**src/rtl/icache_pkg.sv**
```systemverilog
// Shared definitions for the direct-mapped instruction cache: default geometry
// and FSM state encoding.
package icache_pkg;

  localparam int ICACHE_IDX_W  = 6;
  localparam int ICACHE_ADDR_W = 32;
  localparam int ICACHE_DATA_W = 32;

  typedef enum logic [1:0] {
    ST_IDLE = 2'd0,
    ST_MISS = 2'd1,
    ST_GAP  = 2'd2
  } icache_state_e;

endpackage : icache_pkg

```
**src/rtl/icache_if.sv**
```systemverilog
// Fetch-side request/response and mem_ctrl ic-port handshake bundled together.
// slave is the cache's view; master is the view of the surrounding fetch unit and memory.
interface icache_if #(
  parameter int ADDR_W = 32
);

  logic              fe_valid;
  logic [ADDR_W-1:0] fe_pc;
  logic              fe_flush;
  logic              fe_done;
  logic [31:0]       fe_inst;
  logic              mc_valid;
  logic [ADDR_W-1:0] mc_addr;
  logic              mc_done;
  logic [31:0]       mc_inst;

  modport slave (
    input  fe_valid, fe_pc, fe_flush, mc_done, mc_inst,
    output fe_done, fe_inst, mc_valid, mc_addr
  );

  modport master (
    output fe_valid, fe_pc, fe_flush, mc_done, mc_inst,
    input  fe_done, fe_inst, mc_valid, mc_addr
  );

endinterface : icache_if

```
**src/rtl/icache_line_store.sv**
```systemverilog
// Data and tag arrays for the cache lines: one synchronous write port and one
// asynchronous read port. Contents are never reset; the valid vector lives in the top.
module icache_line_store #(
  parameter int IDX_W = 6,
  parameter int TAG_W = 24
) (
  input  logic             clk,
  input  logic             we_i,
  input  logic [IDX_W-1:0] waddr_i,
  input  logic [TAG_W-1:0] wtag_i,
  input  logic [31:0]      wdata_i,
  input  logic [IDX_W-1:0] raddr_i,
  output logic [TAG_W-1:0] rtag_o,
  output logic [31:0]      rdata_o
);

  localparam int LINES = 1 << IDX_W;

  logic [31:0]      data_q [LINES];
  logic [TAG_W-1:0] tag_q  [LINES];

  // line fill from a completed memory read
  always_ff @(posedge clk) begin
    if (we_i) begin
      data_q[waddr_i] <= wdata_i;
      tag_q[waddr_i]  <= wtag_i;
    end
  end

  assign rdata_o = data_q[raddr_i];
  assign rtag_o  = tag_q[raddr_i];

endmodule : icache_line_store

```
**src/rtl/icache.sv**
```systemverilog
// Direct-mapped, one-word-per-line instruction cache between the fetch unit and
// the mem_ctrl ic port; the cache is the requester on the mem_ctrl handshake.
module icache
  import icache_pkg::*;
#(
  parameter int IDX_W  = ICACHE_IDX_W,
  parameter int ADDR_W = ICACHE_ADDR_W
) (
  input  logic     clk,
  input  logic     rst_n,
  input  logic     rdy,
  icache_if.slave  bus
);

  localparam int TAG_W = ADDR_W - IDX_W - 2;
  localparam int LINES = 1 << IDX_W;

  icache_state_e     state_q, state_d;
  logic              fe_done_q, fe_done_d;
  logic [31:0]       fe_inst_q, fe_inst_d;
  logic              mc_valid_q, mc_valid_d;
  logic [ADDR_W-1:0] mc_addr_q, mc_addr_d;
  logic [LINES-1:0]  valid_q;

  logic [IDX_W-1:0]  rd_idx_s;
  logic [IDX_W-1:0]  wr_idx_s;
  logic [TAG_W-1:0]  rd_tag_s;
  logic [TAG_W-1:0]  wr_tag_s;
  logic [TAG_W-1:0]  st_tag_s;
  logic [31:0]       st_data_s;
  logic              hit_s;
  logic              fill_s;
  logic              we_s;
  logic              unused_s;

  // Lookup uses the live fetch pc; the fill uses the latched miss address so a
  // flush that changes fe_pc cannot corrupt the line being written.
  assign rd_idx_s = bus.fe_pc[IDX_W+1:2];
  assign rd_tag_s = bus.fe_pc[ADDR_W-1:IDX_W+2];
  assign wr_idx_s = mc_addr_q[IDX_W+1:2];
  assign wr_tag_s = mc_addr_q[ADDR_W-1:IDX_W+2];
  assign hit_s    = valid_q[rd_idx_s] & (st_tag_s == rd_tag_s);
  assign we_s     = fill_s & rdy;
  assign unused_s = ^bus.fe_pc[1:0];

  icache_line_store #(
    .IDX_W (IDX_W),
    .TAG_W (TAG_W)
  ) u_store (
    .clk     (clk),
    .we_i    (we_s),
    .waddr_i (wr_idx_s),
    .wtag_i  (wr_tag_s),
    .wdata_i (bus.mc_inst),
    .raddr_i (rd_idx_s),
    .rtag_o  (st_tag_s),
    .rdata_o (st_data_s)
  );

  // next-state and output-register computation for the IDLE/MISS/GAP controller
  always_comb begin
    state_d    = state_q;
    fe_done_d  = 1'b0;
    fe_inst_d  = fe_inst_q;
    mc_valid_d = mc_valid_q;
    mc_addr_d  = mc_addr_q;
    fill_s     = 1'b0;
    case (state_q)
      ST_IDLE: begin
        // fe_done_q high means this cycle still shows the request just answered
        if (bus.fe_valid && !fe_done_q) begin
          if (bus.fe_flush) begin
            if (!hit_s) begin
              state_d = ST_GAP;
            end else begin
              state_d = ST_IDLE;
            end
          end else if (hit_s) begin
            fe_done_d = 1'b1;
            fe_inst_d = st_data_s;
          end else begin
            mc_valid_d = 1'b1;
            mc_addr_d  = {bus.fe_pc[ADDR_W-1:2], 2'b00};
            state_d    = ST_MISS;
          end
        end else begin
          state_d = ST_IDLE;
        end
      end
      ST_MISS: begin
        if (bus.mc_done) begin
          fill_s     = 1'b1;
          mc_valid_d = 1'b0;
          state_d    = ST_GAP;
          if (!bus.fe_flush) begin
            fe_done_d = 1'b1;
            fe_inst_d = bus.mc_inst;
          end else begin
            fe_done_d = 1'b0;
          end
        end else if (bus.fe_flush) begin
          mc_valid_d = 1'b0;
          state_d    = ST_GAP;
        end else begin
          state_d = ST_MISS;
        end
      end
      ST_GAP: begin
        // one full cycle with ic_valid low so mem_ctrl settles before a new address
        mc_valid_d = 1'b0;
        state_d    = ST_IDLE;
      end
      default: begin
        mc_valid_d = 1'b0;
        state_d    = ST_IDLE;
      end
    endcase
  end

  // state, output and valid-bit registers; rdy low freezes all of them
  always_ff @(posedge clk or negedge rst_n) begin
    if (!rst_n) begin
      state_q    <= ST_IDLE;
      fe_done_q  <= 1'b0;
      fe_inst_q  <= 32'd0;
      mc_valid_q <= 1'b0;
      mc_addr_q  <= {ADDR_W{1'b0}};
      valid_q    <= {LINES{1'b0}};
    end else if (rdy) begin
      state_q    <= state_d;
      fe_done_q  <= fe_done_d;
      fe_inst_q  <= fe_inst_d;
      mc_valid_q <= mc_valid_d;
      mc_addr_q  <= mc_addr_d;
      if (fill_s) begin
        valid_q[wr_idx_s] <= 1'b1;
      end
    end
  end

  assign bus.fe_done  = fe_done_q;
  assign bus.fe_inst  = fe_inst_q;
  assign bus.mc_valid = mc_valid_q;
  assign bus.mc_addr  = mc_addr_q;

endmodule : icache
```
**src/flat_wrapper.sv**
```systemverilog
// flat-port wrapper written by rule: the top's interface ports become plain ports
module icache_flat import icache_pkg::*;
#(
  parameter int IDX_W  = ICACHE_IDX_W,
  parameter int ADDR_W = ICACHE_ADDR_W
)
  (clk, rst_n, rdy, bus_fe_valid, bus_fe_pc, bus_fe_flush, bus_mc_done, bus_mc_inst, bus_fe_done, bus_fe_inst, bus_mc_valid, bus_mc_addr);
  icache_if #(.ADDR_W(ADDR_W)) bus_i ();
  input  logic clk;
  input  logic rst_n;
  input  logic rdy;
  input wire logic [$bits(bus_i.fe_valid)-1:0] bus_fe_valid;
  input wire logic [$bits(bus_i.fe_pc)-1:0] bus_fe_pc;
  input wire logic [$bits(bus_i.fe_flush)-1:0] bus_fe_flush;
  input wire logic [$bits(bus_i.mc_done)-1:0] bus_mc_done;
  input wire logic [$bits(bus_i.mc_inst)-1:0] bus_mc_inst;
  output wire logic [$bits(bus_i.fe_done)-1:0] bus_fe_done;
  output wire logic [$bits(bus_i.fe_inst)-1:0] bus_fe_inst;
  output wire logic [$bits(bus_i.mc_valid)-1:0] bus_mc_valid;
  output wire logic [$bits(bus_i.mc_addr)-1:0] bus_mc_addr;
  assign bus_i.fe_valid = bus_fe_valid;
  assign bus_i.fe_pc = bus_fe_pc;
  assign bus_i.fe_flush = bus_fe_flush;
  assign bus_i.mc_done = bus_mc_done;
  assign bus_i.mc_inst = bus_mc_inst;
  assign bus_fe_done = bus_i.fe_done;
  assign bus_fe_inst = bus_i.fe_inst;
  assign bus_mc_valid = bus_i.mc_valid;
  assign bus_mc_addr = bus_i.mc_addr;
  icache #(.IDX_W(IDX_W), .ADDR_W(ADDR_W)) u_core (.clk(clk), .rst_n(rst_n), .rdy(rdy), .bus(bus_i));
endmodule
```
**config.mk**
```make
export PLATFORM = sky130hd
export DESIGN_NAME = icache_flat
export DESIGN_NICKNAME = d
export VERILOG_FILES = /design/src/rtl/icache_pkg.sv /design/src/rtl/icache_if.sv /design/src/rtl/icache_line_store.sv /design/src/rtl/icache.sv /design/src/flat_wrapper.sv
export SDC_FILE = /design/constraint.sdc
export NUM_CORES = 2
export LEC_CHECK = 0
export BUFFER_PORTS_ARGS = -buffer_cell sky130_fd_sc_hd__buf_2
export CAP_MARGIN = 20
export CORE_MARGIN = 2
export CORE_UTILIZATION = 60
export CTS_CLUSTER_SIZE = 10
export DETAILED_ROUTE_END_ITERATION = 10
export PLACE_DENSITY_LB_ADDON = 0.25
export RECOVER_POWER = 25
export SETUP_SLACK_MARGIN = 0.15
export SLEW_MARGIN = 20
export SYNTH_ARGS = -nofsm -noshare
export SYNTH_HDL_FRONTEND = slang
export SYNTH_SLANG_ARGS = --single-unit
```
**constraint.sdc**
```tcl
create_clock -name clk -period 11.94 [get_ports clk]
set_clock_uncertainty 0.1 [all_clocks]
set_input_delay 1.791 -clock clk [delete_from_list [all_inputs] [get_ports clk]]
set_output_delay 1.791 -clock clk [all_outputs]
set_load 0.05 [all_outputs]
```
-- After elaboration in Yosys (flattened, before gate mapping)
Memory sizes are Yosys's and may differ from the RTL's.
Cells that the tools add are included.
- bits in registers: 130
- memory bits (writable): 3584
- input port bits: 70
- output and inout bits: 66
- memories kept: 2
- $lt $le $gt $ge: 3
- equal/unequal tests: 10
- multiplexer cells: 33
- bitwise logic cells: 5
- reductions and logical operators: 10
- memories (memory ; words ; width ; read ports ; clocked after Yosys merged registers in ; write ports ; line ; text):
    u_core.u_store.data_q ; 64 ; 32 ; 1 ; 0 ; 1 ; icache_line_store.sv:19 ; logic [31:0] data_q [LINES];
    u_core.u_store.tag_q ; 64 ; 24 ; 1 ; 0 ; 1 ; icache_line_store.sv:20 ; logic [TAG_W-1:0] tag_q [LINES];
- operator list (cell ; number):
    2-to-1 mux 32 bit ; 5
    bitwise OR 64 bit ; 1
    case mux 32 bit (2 select lines) ; 1
    equality test 24 bit ; 1
    2-to-1 mux 1 bit ; 16
    < comparator 6 x 7 -> 1 bit (second input constant) ; 2
    2-to-1 mux 2 bit ; 6
    AND reduction 5 bit ; 2
    != test 2 bit (second input constant) ; 4
    AND reduction 7 bit ; 1
    binary-select mux 1 bit (select 6 bit) ; 1
    demux 1 bit (select 6 bit) ; 1
    greater-or-equal comparator 6 x 1 -> 1 bit (second input constant) ; 1
    != test 2 x 1 -> 1 bit (second input constant) ; 2
    != test 4 bit (second input constant) ; 1
    case mux 1 bit (2 select lines) ; 2
    case mux 2 bit (2 select lines) ; 1
    AND reduction 2 bit ; 2
    != test 3 bit (second input constant) ; 1
    bitwise AND 1 bit ; 2
    equality test 2 x 1 -> 1 bit (second input constant) ; 1
    logical AND 1 bit ; 2
    logical NOT 2 bit ; 1
    NOT 1 bit ; 2
    other kinds (2) ; 2

-- Logic depth before layout (Yosys ltp)
- word-level depth: 7
- gate-level depth with buffers: 18
- mapped depth without buffers: 10

-- By module
From an unflattened synthesis, not the netlist that was laid out.
- cell total of the unflattened synthesis: 6384
- area total of the unflattened synthesis: 142344.0 um2
- by module, submodules not included (module ; times used ; cells an instance ; area an instance (um2) ; seq. area each (um2)):
    icache_line_store ; 1 ; 5727 ; 135299.8 ; 107623.2
    icache ; 1 ; 657 ; 7044.3 ; 3253.1

-- Least setup slack after synthesis
No wires, ideal clock.
- path type: input to register
- start: input port bus_fe_pc[2]
- end: register u_core.fe_inst_q[12] (netlist: u_core.bus.fe_inst[12])
- setup time: 0.125 ns
- arrival time: 5.312 ns
- data required time: 11.715 ns
- path slack: 6.403 ns
- cell stages on the path: 14
- path buffers: 8
- cells stage by stage: buf_6 buf_4 buf_4 buf_4 buf_6 buf_4 buf_6 clkbuf_1 mux4_2 mux4_2 mux4_2 nand2_1 nand2_1 mux2_2
- longest elaborated chain between the ends: 5
- ends and longest elaborated chain (what ; line ; text):
    start: declaration ; flat_wrapper.sv:13 ; input wire logic [$bits(bus_i.fe_pc)-1:0] bus_fe_pc;
    memory (64 x 24 bit), or another cell as far along ; - ;
    equality test 24 bit, or another cell as far along ; icache.sv:42 ; assign hit_s = valid_q[rd_idx_s] & (st_tag_s == rd_tag_s);
    bitwise AND 1 bit or 2-to-1 mux 32 bit (tied branches) ; icache.sv:42, icache.sv:72 ;
    != test 2 x 1 -> 1 bit (no line) or 2-to-1 mux 32 bit (tied branches) ; - ;
    AND reduction 7 bit (no line) or case mux 32 bit (2 select lines) (tied branches) ; - ;
    end signal: assignment ; icache.sv:132 ; fe_inst_q <= fe_inst_d;
    end: declaration ; icache.sv:20 ; logic [31:0] fe_inst_q, fe_inst_d;
Parallel ways exist; a longest one is shown, timed or not. The select of a mux whose other input is x is not followed.
A chain may end at the register's enable or synchronous reset.

==> impl_results.md <==
* Status: finished with violations
* Violated checks: capacitance limit, slew limit
* Post-synth EDFFs at 3584
* Slowest stage delay, CP at 4.73 ns
* CTS resizes at 0
* CTS sink cnt at 3714
* Core ar. at 237000 µm²
* Total GRT Usage at 0.326
* CP Buf/Inv Count at 1
* Via Count at 71861
* DIE AREA at 242000 µm²
* Worst-Skew Late Latency at 1.01 ns
* Max cap viols at 31
* DRC errors left at 0
* Switching Share at 0.228
* Largest area contributor in the netlist: edfxtp_1
* Synth warnings at 0
* Detailed Place HPWL at 202000 µm
* Synth top cells by count: edfxtp_1 (3584), mux4_2 (978), mux2i_1 (197)
* Sequential Area at 111000 µm²
* Drt wl/cell at 39.2 µm
* Worst-Margin Slew at 7.12 ns
* H-tree depth at 5
* Vias in the first global route at 70671
* Pins Over Slew Limit at 2079
* Die Wd at 492 µm
* RD Place Congestion at 0.826
* P_sw at 0.00658 W
* Fmax at 0.123 GHz
* Multi-input gate area at 30600 µm²
* CTS clk-pin slew, worst paths at 0.05 ns
* Final core occ at 0.674
* Reg2Reg Capture Point: u_core.bus.mc_addr[26]$_DFFE_PN0P_
* Distinct cells, synth at 70
* Crit. Startpoint: rst_n
* Cell breakdown of the critical path: clkbuf_1
* Die Ht at 492 µm
* FF-to-FF setup slack at 6.40 ns
* First-pass GRT wire length at 546000 µm
* Total Power Consumption at 0.0288 W
* HP Class: register to register
* Rows at 179
* Grt total ovfl at 0
* Critical path class: input port to async pin
* Mapped Area at 143000 µm²
* DP Area at 148000 µm²
* LEAKAGE at 51.1 nW
* Pre-antenna DRT Iters at 6
* Setup TNS at 0 ns
* Syn avg cell area at 23.2 µm²
* Crit-path leading delay family: buffers and inverters
* Most frequent cell after synthesis: edfxtp_1
* Sequential fraction of the synthesis area at 0.777
* Fraction of registers with async set/reset at 0.0350
* Crit path capture: u_core.bus.mc_addr[15]$_DFFE_PN0P_
* Clock share of power at 0.392
* #FFs+latches synth at 3714
* Crit. End Element: async pin
* RR Startpoint: u_core.u_store.tag_q[21][13]$_DFFE_PP_
* Final hold slack at 0.364 ns
* Post-synth top area share at 0.754
* Routed Antenna Nets at 0
* I/O Buffers at 131
* Clk buf depth at 4
* Area delta synth->final at 11.9%
* Total CTS buffers at 425
* Final Hold Viols at 0
* Final setup vio count at 0
* Mapped Cells at 6165
* Layout fillers at 14205
* WP depth at 1
* CTS tree: done
* Period minus WS final at 8.10 ns
* RSZ-0062 raised after global routing: false
* Post-synth top flop: edfxtp_1
* Post CTS Setup Buffer Count at 0
* Worst EP required at 10.58 ns
* Design area at 160000 µm²
* Startpoint types: input port
* Worst vdd ir at 0.248 mV
* Share of layout cells above drive strength 1 at 0.294
* Vias per inst at 7.17
* Largest cells by area after synthesis: edfxtp_1 (75%), mux4_2 (15%), dfrtp_1 (2.3%)
* Fraction of the cycle the final worst path needs at 0.678
* Post-Route WL at 393000 µm
* Cell Pwr Density at 181 nW/µm²
* Sequential power share at 0.534
* Comb pwr share at 0.073
* Initial antenna violation count at 24
* Critical Path Fanout Max at 76
* Pin count of the biggest net entering global routing at 108
* # IOs at 136
* R2R cell count at 11
* CTS Root Buffer Type: clkbuf_16
* Starting density of the core at 0.602
* Final #Nets at 6679
* Worst Path Arrival at 6.74 ns
* CP max-delay cell: clkbuf_1
* Initial detailed-routing violation count at 11236
* Power Internal at 0.0223 W
* Hold-fix buffer count after cts at 0
* Slew Limit Headroom at -3.75
==> cell usage in the layout, fill, tap and decap left out, types with 68 or more instances in the layout <==
cell,count
a22oi_1,103
buf_2,121
buf_4,178
clkbuf_1,242
clkbuf_16,427
dfrtp_1,125
edfxtp_1,3584
mux2_2,69
mux2i_1,197
mux4_2,978
nand2_1,184
or2_2,68
==> sequential cells by signal, indices dropped and copies added (netlist names) <==
signal                 cells
u_core.u_store.tag_q    1536
u_core.valid_q            64
u_core.u_store.data_q   2048
u_core.bus.fe_done         1
u_core.state_q             2
u_core.bus.mc_addr        30
u_core.bus.fe_inst        32
u_core.bus.mc_valid        1
==> stage by stage <==
| stage | cells | setup WS, ns |
|---|---|---|
| 2_1_floorplan | 6166 | 6.40 |
| 3_3_place_gp | 9336 | 3.78 |
| 3_5_place_dp | 9347 | 3.74 |
| 4_1_cts | 10016 | 4.68 |
| 5_1_grt | 10019 | 3.31 |
| 6_report | 10026 | 3.84 |
==> layer usage <==
| layer | wire (µm) | up-vias | track usage |
|---|---|---|---|
| li1 | - | 27052 | - |
| met1 | 140000 | 38444 | 0.457 |
| met2 | 189000 | 5397 | 0.510 |
| met3 | 45900 | 950 | 0.0686 |
| met4 | 18000 | 18 | 0.133 |
| met5 | 118 | - | 0 |
==> worst min-delay path by stage <==
stage / start / to / slack [ns] / cells past startpoint
floorplan: u_core.valid_q[10]$_DFFE_PN0P_ / u_core.valid_q[10]$_DFFE_PN0P_ / 0.33 / 1
global placement: u_core.valid_q[15]$_DFFE_PN0P_ / u_core.valid_q[15]$_DFFE_PN0P_ / 0.35 / 1
detailed placement: u_core.valid_q[8]$_DFFE_PN0P_ / u_core.valid_q[8]$_DFFE_PN0P_ / 0.35 / 1
CTS: u_core.valid_q[39]$_DFFE_PN0P_ / u_core.valid_q[39]$_DFFE_PN0P_ / 0.36 / 1
global route: u_core.valid_q[25]$_DFFE_PN0P_ / u_core.valid_q[25]$_DFFE_PN0P_ / 0.37 / 1
finish: u_core.valid_q[30]$_DFFE_PN0P_ / u_core.valid_q[30]$_DFFE_PN0P_ / 0.36 / 1
==> final cells by class <==
class | instances | area share
antenna | 8 | 0.000125
clock buffer | 651 | 0.0723
clock inverter | 18 | 0.00105
inverter | 12 | 0.000345
multi-input combinational | 2114 | 0.192
sequential | 3714 | 0.694
tap | 3167 | 0.0248
timing repair buffer | 342 | 0.0158
==> power groups by stage <==
stage                     Combinational, W  Clock [W]  Sequential [W]
after floorplan                   0.000879          0          0.0160
after global placement             0.00204          0          0.0156
after detailed placement           0.00210          0          0.0156
after CTS                          0.00211     0.0114          0.0153
after global routing               0.00221     0.0119          0.0155
final                              0.00211     0.0113          0.0154
==> worst reg2reg max path: cells and delay by family (launching register included) <==
| kind | cells | cell delay, ns |
|---|---|---|
| AO/OA/AOI/OAI | 2 | 0.88 |
| buffers and inverters | 1 | 0.45 |
| flip-flops | 1 | 0.37 |
| multiplexers | 2 | 0.93 |
| AND/OR/NAND/NOR | 6 | 2.64 |
==> logic make-up (layout without fill, tap and decap cells) <==
family          count (synthesis)  count (layout)  synth area share
flops                        3714            3714             0.777
xor+xnor                       14              14          0.000859
buf+inv                       338            1023            0.0126
other cells                     1              10         0.0000263
simple gates                  536             536            0.0186
compound gates                284             284            0.0143
mux                          1278            1278             0.177
No activity file was read; power rests on OpenSTA's default activity.
